$ cat src/rtl/mem_arb_pkg.sv
// Shared types for the two-port unified-memory arbiter.
package mem_arb_pkg;

    typedef enum logic [1:0] {IDLE, ACCESS, RESP} mem_arb_state_t;
    typedef enum logic {PORT_IF, PORT_D} mem_arb_port_t;

endpackage

$ cat src/rtl/rr_arb2.sv
// Combinational two-way picker (IF vs D).
// MEM_ARB_DATA_PRIO_EN selects fixed D priority instead of round-robin.
module rr_arb2
    import mem_arb_pkg::*;
(
    input  logic          req_if_i,
    input  logic          req_d_i,
    input  mem_arb_port_t last_i,
    output mem_arb_port_t win_o
);

`ifdef MEM_ARB_DATA_PRIO_EN
    logic unused_last;
    assign unused_last = last_i;
`endif

    always_comb begin
        win_o = PORT_IF;
        if (req_if_i && req_d_i) begin
`ifdef MEM_ARB_DATA_PRIO_EN
            win_o = PORT_D;
`else
            // Tie goes to whichever port was not served last.
            win_o = (last_i == PORT_D) ? PORT_IF : PORT_D;
`endif
        end else if (req_d_i) begin
            win_o = PORT_D;
        end
    end

endmodule

$ cat src/rtl/mem_arbiter.sv
// Arbiter/sequencer for the single-port unified memory: IDLE -> ACCESS -> RESP.
// Build option MEM_ARB_DATA_PRIO_EN: D wins every tie, no last-grant flag.
module mem_arbiter
    import mem_arb_pkg::*;
#(
    parameter int ADDR_W = 32,
    parameter int DATA_W = 32
) (
    input  logic              clk_i,
    input  logic              rst_ni,
    input  logic              req_if_i,
    input  logic [ADDR_W-1:0] addr_if_i32,
    output logic [DATA_W-1:0] rdata_if_o32,
    output logic              ack_if_o,
    input  logic              req_d_i,
    input  logic              we_d_i,
    input  logic [ADDR_W-1:0] addr_d_i32,
    input  logic [DATA_W-1:0] wdata_d_i32,
    output logic [DATA_W-1:0] rdata_d_o32,
    output logic              ack_d_o,
    output logic              mem_we_o,
    output logic [ADDR_W-1:0] mem_addr_o32,
    output logic [DATA_W-1:0] mem_wdata_o32,
    input  logic [DATA_W-1:0] mem_rdata_i32
);

    mem_arb_state_t    state_q, state_d;
    mem_arb_port_t     grant_q, grant_d;
    mem_arb_port_t     win, last_grant;
    logic [ADDR_W-1:0] addr_q, addr_d;
    logic              we_q, we_d;
    logic [DATA_W-1:0] wdata_q, wdata_d;
    logic [DATA_W-1:0] rdata_if_q, rdata_if_d;
    logic [DATA_W-1:0] rdata_d_q, rdata_d_d;
    logic              ack_if_q, ack_if_d;
    logic              ack_d_q, ack_d_d;

`ifdef MEM_ARB_DATA_PRIO_EN
    assign last_grant = PORT_D;
`else
    mem_arb_port_t last_q, last_d;
    assign last_grant = last_q;
`endif

    rr_arb2 u_arb (
        .req_if_i (req_if_i),
        .req_d_i  (req_d_i),
        .last_i   (last_grant),
        .win_o    (win)
    );

    always_comb begin
        state_d    = state_q;
        grant_d    = grant_q;
        addr_d     = addr_q;
        we_d       = we_q;
        wdata_d    = wdata_q;
        rdata_if_d = rdata_if_q;
        rdata_d_d  = rdata_d_q;
        ack_if_d   = 1'b0;
        ack_d_d    = 1'b0;
`ifndef MEM_ARB_DATA_PRIO_EN
        last_d     = last_q;
`endif
        case (state_q)
            IDLE: begin
                if (req_if_i || req_d_i) begin
                    state_d = ACCESS;
                    grant_d = win;
`ifndef MEM_ARB_DATA_PRIO_EN
                    last_d  = win;
`endif
                    if (win == PORT_D) begin
                        addr_d  = addr_d_i32;
                        we_d    = we_d_i;
                        wdata_d = wdata_d_i32;
                    end else begin
                        addr_d  = addr_if_i32;
                        we_d    = 1'b0;
                    end
                end
            end
            ACCESS: begin
                // Memory read is combinational, so a write captures the old word here.
                state_d = RESP;
                if (grant_q == PORT_D) begin
                    rdata_d_d = mem_rdata_i32;
                    ack_d_d   = 1'b1;
                end else begin
                    rdata_if_d = mem_rdata_i32;
                    ack_if_d   = 1'b1;
                end
            end
            RESP:    state_d = IDLE;
            default: state_d = IDLE;
        endcase
    end

    always_ff @(posedge clk_i or negedge rst_ni) begin
        if (!rst_ni) begin
            state_q    <= IDLE;
            grant_q    <= PORT_IF;
            addr_q     <= '0;
            we_q       <= 1'b0;
            wdata_q    <= '0;
            rdata_if_q <= '0;
            rdata_d_q  <= '0;
            ack_if_q   <= 1'b0;
            ack_d_q    <= 1'b0;
        end else begin
            state_q    <= state_d;
            grant_q    <= grant_d;
            addr_q     <= addr_d;
            we_q       <= we_d;
            wdata_q    <= wdata_d;
            rdata_if_q <= rdata_if_d;
            rdata_d_q  <= rdata_d_d;
            ack_if_q   <= ack_if_d;
            ack_d_q    <= ack_d_d;
        end
    end

`ifndef MEM_ARB_DATA_PRIO_EN
    always_ff @(posedge clk_i or negedge rst_ni) begin
        if (!rst_ni) last_q <= PORT_D;
        else         last_q <= last_d;
    end
`endif

    // Gating by state makes an async reset mid-ACCESS drop the write at once.
    assign mem_we_o      = we_q & (state_q == ACCESS);
    assign mem_addr_o32  = addr_q;
    assign mem_wdata_o32 = wdata_q;
    assign rdata_if_o32  = rdata_if_q;
    assign rdata_d_o32   = rdata_d_q;
    assign ack_if_o      = ack_if_q;
    assign ack_d_o       = ack_d_q;

endmodule

$ cat config.mk
export PLATFORM = sky130hd
export DESIGN_NAME = mem_arbiter
export DESIGN_NICKNAME = d
export VERILOG_FILES = /design/src/rtl/mem_arb_pkg.sv /design/src/rtl/rr_arb2.sv /design/src/rtl/mem_arbiter.sv
export SDC_FILE = /design/constraint.sdc
export NUM_CORES = 1
export LEC_CHECK = 0
export ABC_AREA = 1
export CAP_MARGIN = 40
export CORE_MARGIN = 4
export CORE_UTILIZATION = 45
export CTS_CLUSTER_DIAMETER = 50
export CTS_CLUSTER_SIZE = 30
export DETAILED_ROUTE_END_ITERATION = 10
export PLACE_DENSITY = 0.83
export REMOVE_ABC_BUFFERS = 1
export SETUP_SLACK_MARGIN = 0.2
export SYNTH_ARGS = -nofsm -noshare
export SYNTH_HDL_FRONTEND = slang
export SYNTH_SLANG_ARGS = --single-unit
$ cat constraint.sdc
create_clock -name clk_i -period 3.69 [get_ports clk_i]
set_input_delay 0.369 -clock clk_i [delete_from_list [all_inputs] [get_ports clk_i]]
set_output_delay 0.369 -clock clk_i [all_outputs]
set_load 0.02 [all_outputs]
==> report_table.html <==
<table>
<tr><th>Metric</th><th>Value</th></tr>
<tr><th colspan="2">GRT</th></tr>
<tr><td>Number of global-route vias before repair</td><td>slightly above 5000</td></tr>
<tr><td>Most Crowded Layer GR</td><td>met2</td></tr>
<tr><td>Met1 usage</td><td>around a quarter</td></tr>
<tr><td>Residual overflow from global routing</td><td>0</td></tr>
<tr><td>Maximum number of pins on one net before global-route repair</td><td>between 70 and 80</td></tr>
<tr><td>Met3 Usage GRT</td><td>~6.6%</td></tr>
<tr><td>Wire length of the first global-routing pass</td><td>around 25000 um</td></tr>
<tr><td>Overall Global Routing Usage</td><td>21.84%</td></tr>
<tr><td>Initial antenna violation count</td><td>0</td></tr>
<tr><td>Met2 Use GR</td><td>between 30 and 40%</td></tr>
<tr><th colspan="2">Critical path</th></tr>
<tr><td>Required arrival time at the worst endpoint</td><td>~4.0 ns</td></tr>
<tr><td>Cell with the largest stage delay on the worst path</td><td>sky130_fd_sc_hd__clkdlybuf4s50_1</td></tr>
<tr><td>Worst endpoint data arrival time</td><td>roughly 2.4 ns</td></tr>
<tr><td>Worst Setup End Kind</td><td>flop</td></tr>
<tr><td>Crit. Startpoint</td><td>req_if_i</td></tr>
<tr><td>Critical Path Fanout Max</td><td>34</td></tr>
<tr><td>Library cell appearing most often on the critical path</td><td>sky130_fd_sc_hd__nand2_1</td></tr>
<tr><td>Longest individual stage delay on the worst path</td><td>between 0.5 and 0.6 ns</td></tr>
<tr><td>Critical path class</td><td>in -&gt; reg</td></tr>
<tr><td>Critical Path Start Type</td><td>input port</td></tr>
<tr><td>Sequence of cells on the critical path</td><td>clkdlybuf4s50_1 &gt; nand2_2 &gt; nand2_1 &gt; buf_4 &gt; nand2_1 &gt; nand3_1 &gt; nand2_1</td></tr>
<tr><td>Critical register-to-register path startpoint</td><td>last_grant</td></tr>
<tr><th colspan="2">STA</th></tr>
<tr><td>Fraction of the cycle the final worst path needs</td><td>56.73%</td></tr>
<tr><td>Maximum clock frequency</td><td>around 0.48 GHz</td></tr>
<tr><td>Relative slew slack</td><td>46.68%</td></tr>
<tr><td>Number of hold violations in the final report</td><td>0</td></tr>
<tr><td>Min Clock Period, post-route</td><td>2.093 ns</td></tr>
<tr><td># setup viols final</td><td>0</td></tr>
<tr><td>Setup TNS</td><td>0 ns</td></tr>
<tr><td>Final worst-path setup slack</td><td>1.597 ns</td></tr>
<tr><td>Max Clock Skew</td><td>~0.0095 ns</td></tr>
<tr><td>Actual transition at the worst max-transition pin</td><td>~0.80 ns</td></tr>
<tr><td>Worst Hold Slack</td><td>0.4665 ns</td></tr>
<tr><td>Unrepaired setup endpoints after global routing</td><td>no</td></tr>
<tr><td>Pins over their slew limit</td><td>0</td></tr>
<tr><th colspan="2">Synth</th></tr>
<tr><td>Flip-flop and latch count after synthesis</td><td>around 140</td></tr>
<tr><td>Most area-consuming cells after synthesis</td><td>sky130_fd_sc_hd__dfrtp_1 58%, sky130_fd_sc_hd__nand2_1 13%, sky130_fd_sc_hd__inv_1 8.7%</td></tr>
<tr><td>Syn avg cell area</td><td>~8.5 um2</td></tr>
<tr><td>Number of warnings printed during yosys synthesis</td><td>0</td></tr>
<tr><td>Post-synthesis cell type count</td><td>20</td></tr>
<tr><td>Cell type with the largest total area after synthesis</td><td>sky130_fd_sc_hd__dfrtp_1</td></tr>
<tr><td>Top-area cell type share of the netlist area</td><td>58.34%</td></tr>
<tr><td>Share of the yosys chip area belonging to registers</td><td>approximately three fifths</td></tr>
<tr><td>Synthesized instance count</td><td>between 600 and 700</td></tr>
<tr><td>Total standard cell area after synthesis</td><td>5748 um2</td></tr>
<tr><th colspan="2">Die</th></tr>
<tr><td>Floorplan row count</td><td>41</td></tr>
<tr><td>Initial Util</td><td>between 40% and 50%</td></tr>
<tr><td>Core Footprint</td><td>approximately 13000 um2</td></tr>
<tr><td>Width of the chip</td><td>between 100 and 150 um</td></tr>
<tr><td>Vertical extent of the die</td><td>roughly 120 um</td></tr>
<tr><td>Number of top-level pins</td><td>about 260</td></tr>
<tr><td>Die Footprint</td><td>between 10000 and 15000 um2</td></tr>
<tr><th colspan="2">Placement</th></tr>
<tr><td>Total half-perimeter wirelength after legalization and detailed placement</td><td>11370 um</td></tr>
<tr><td>Worst Setup Slack post-DPL</td><td>between 1 and 1.5 ns</td></tr>
<tr><td>Cell area after placement</td><td>about 8500 um2</td></tr>
<tr><td>PortBufs</td><td>between 200 and 300</td></tr>
<tr><td>Inst Count DP</td><td>about 1100</td></tr>
<tr><td>RD Place Congestion</td><td>approximately 0.81</td></tr>
<tr><th colspan="2">Power</th></tr>
<tr><td>P_leak</td><td>roughly 4.6 nW</td></tr>
<tr><td>Total power after layout</td><td>between 8 and 9 mW</td></tr>
<tr><td>Proportion of power drawn by the clock network</td><td>21.1%</td></tr>
<tr><td>Sequential power share</td><td>31.7%</td></tr>
<tr><td>Share of power burned in combinational logic</td><td>47.2%</td></tr>
<tr><td>Internal power</td><td>about 5.1 mW</td></tr>
<tr><td>Switching power summed over all nets</td><td>roughly 3.2 mW</td></tr>
<tr><td>Peak ir drop on the vdd network</td><td>~0.44 mV</td></tr>
<tr><td>Total power divided by cell area</td><td>~900 nW/um2</td></tr>
<tr><td>Sw frac</td><td>38.47%</td></tr>
<tr><th colspan="2">Clocking</th></tr>
<tr><td>Post-CTS sizing</td><td>0</td></tr>
<tr><td>Number of buffers inserted during clock tree synthesis</td><td>17</td></tr>
<tr><td>Clock edge transition at the registers on the reported setup and hold paths</td><td>approximately 0.060 ns</td></tr>
<tr><td>Source-to-sink clock delay at the later pin of the worst-skew pair</td><td>around 0.4 ns</td></tr>
<tr><td>TritonCTS clock tree</td><td>built</td></tr>
<tr><td>Deepest clock path buffer count</td><td>2</td></tr>
<tr><td>Sinks on the clock net</td><td>between 100 and 150</td></tr>
<tr><td>H-tree levels</td><td>4</td></tr>
<tr><td>Clock Tree Root</td><td>sky130_fd_sc_hd__clkbuf_16</td></tr>
<tr><th colspan="2">Layout</th></tr>
<tr><td>Filler-free cell count of the finished design</td><td>approximately 1100</td></tr>
<tr><td>Area growth from synthesis to final layout</td><td>58.36%</td></tr>
<tr><td>Final core utilization</td><td>between 70% and 80%</td></tr>
<tr><td>Number of diodes</td><td>0</td></tr>
<tr><td>Leading cell type in the layout, fill and taps excluded</td><td>sky130_fd_sc_hd__clkdlybuf4s50_1</td></tr>
<tr><td>Post-route design area</td><td>around 9100 um2</td></tr>
<tr><td>Final layout net count</td><td>about 1100</td></tr>
<tr><td>Ratio of cells with drive above 1 in the final layout</td><td>under 10%</td></tr>
<tr><td>Commonest cells after routing, fill and taps aside</td><td>262 x sky130_fd_sc_hd__clkdlybuf4s50_1, 197 x sky130_fd_sc_hd__nand2_1, 134 x sky130_fd_sc_hd__dfrtp_1, 133 x sky130_fd_sc_hd__inv_1, 72 x sky130_fd_sc_hd__o21ai_1</td></tr>
<tr><th colspan="2">Route</th></tr>
<tr><td>Final routed wire length divided by cell count</td><td>approximately 14 um</td></tr>
<tr><td>Residual DRC</td><td>0</td></tr>
<tr><td>Routed vias</td><td>about 5200</td></tr>
<tr><td>DR iter-0 viols</td><td>between 300 and 400</td></tr>
<tr><td>Wire length after detailed routing</td><td>about 16000 um</td></tr>
<tr><td>Detailed-routing iteration count for the pre-antenna-repair pass</td><td>4</td></tr>
<tr><td>Number of vias per cell after detailed routing</td><td>4.631</td></tr>
<tr><td>Number of routed nets with antenna violations</td><td>0</td></tr>
<tr><th colspan="2">Run</th></tr>
<tr><td>Number of maximum-capacitance violations</td><td>0</td></tr>
<tr><th colspan="2">Min path</th></tr>
<tr><td>HP Class</td><td>in -&gt; async</td></tr>
<tr><th colspan="2">Run status</th></tr>
<tr><td>Status</td><td>complete, no violations</td></tr>
</table>
## path summary, 6_finish.rpt
path	endpoint	cells past startpoint	slack [ns]
min reg2reg	last_grant	2	0.47
max in group asynchronous	mem_wdata_o32[29]	4	2.21
min	rdata_if_o32[4]	2	0.47
max reg2reg	mem_addr_o32[0]	6	1.62
min in group clk_i	last_grant	2	0.47
max	mem_addr_o32[0]	7	1.60
## kinds of logic (layout without fill, tap and decap cells)
group | after synthesis | in the layout | synth area share (%)
compound gates | 99 | 99 | 8.685
flops | 135 | 135 | 58.79
buf+inv | 171 | 438 | 13.00
simple gates | 270 | 270 | 19.53
## layout make-up
class | count | area [um2]
clock buffer | 19 | 442.9
clock inverter | 13 | 166.4
fill | 941 | 3466
inverter | 134 | 503.0
multi-input combinational | 369 | 1627
sequential | 135 | 3379
tap | 172 | 215.2
timing repair buffer | 272 | 2769
## cells in the mapped netlist
cell,n
sky130_fd_sc_hd__nor2_4,2
sky130_fd_sc_hd__dfstp_2,1
sky130_fd_sc_hd__inv_1,133
sky130_fd_sc_hd__buf_6,9
sky130_fd_sc_hd__o21ai_2,1
sky130_fd_sc_hd__dfrtp_1,134
sky130_fd_sc_hd__nor2_1,1
sky130_fd_sc_hd__and3_1,1
sky130_fd_sc_hd__clkbuf_2,1
sky130_fd_sc_hd__buf_2,11
sky130_fd_sc_hd__o21ai_1,72
sky130_fd_sc_hd__nor2_2,1
sky130_fd_sc_hd__nand2_1,199
sky130_fd_sc_hd__nand2_2,1
sky130_fd_sc_hd__nand3_2,1
sky130_fd_sc_hd__inv_2,1
sky130_fd_sc_hd__clkbuf_1,10
sky130_fd_sc_hd__nand3_1,64
sky130_fd_sc_hd__buf_4,6
sky130_fd_sc_hd__o21ai_0,26
## critical path: cells and delay by family
family / cells / cell delay (ns)
buffers and inverters: 2 / 0.87
and+or+nand+nor: 5 / 1.11
## flip-flops by register name, indices dropped and copies added (netlist names)
register	count
rdata_if_o32	32
we_q	1
ack_if_o	1
last_grant	1
rdata_d_o32	32
state_q	2
ack_d_o	1
mem_wdata_o32	32
grant_q	1
mem_addr_o32	32
## power groups by stage
stage          clock, mW  combinational (mW)  sequential (mW)
2_1_floorplan          0                1.04             3.45
3_3_place_gp           0                3.80             2.60
3_5_place_dp           0                3.91             2.61
4_1_cts             1.76                3.93             2.61
5_1_grt             1.83                4.19             2.70
6_report            1.73                3.88             2.61
## routing by layer
layer  routed length (um)  up-vias
met5                    0        -
met4                  410        0
met3                 1264       27
met2                 7879      210
met1                 6372     2353
li1                     -     2569
## repair_timing
| item | in CTS | in global routing |
|---|---|---|
| hold endpoints to repair | 45 | 0 |
| setup buffers | 0 | 0 |
| endpoints found under the setup margin | 0 | 0 |
| hold buffers | 1 | 0 |
(Power assumes the default switching activity.)
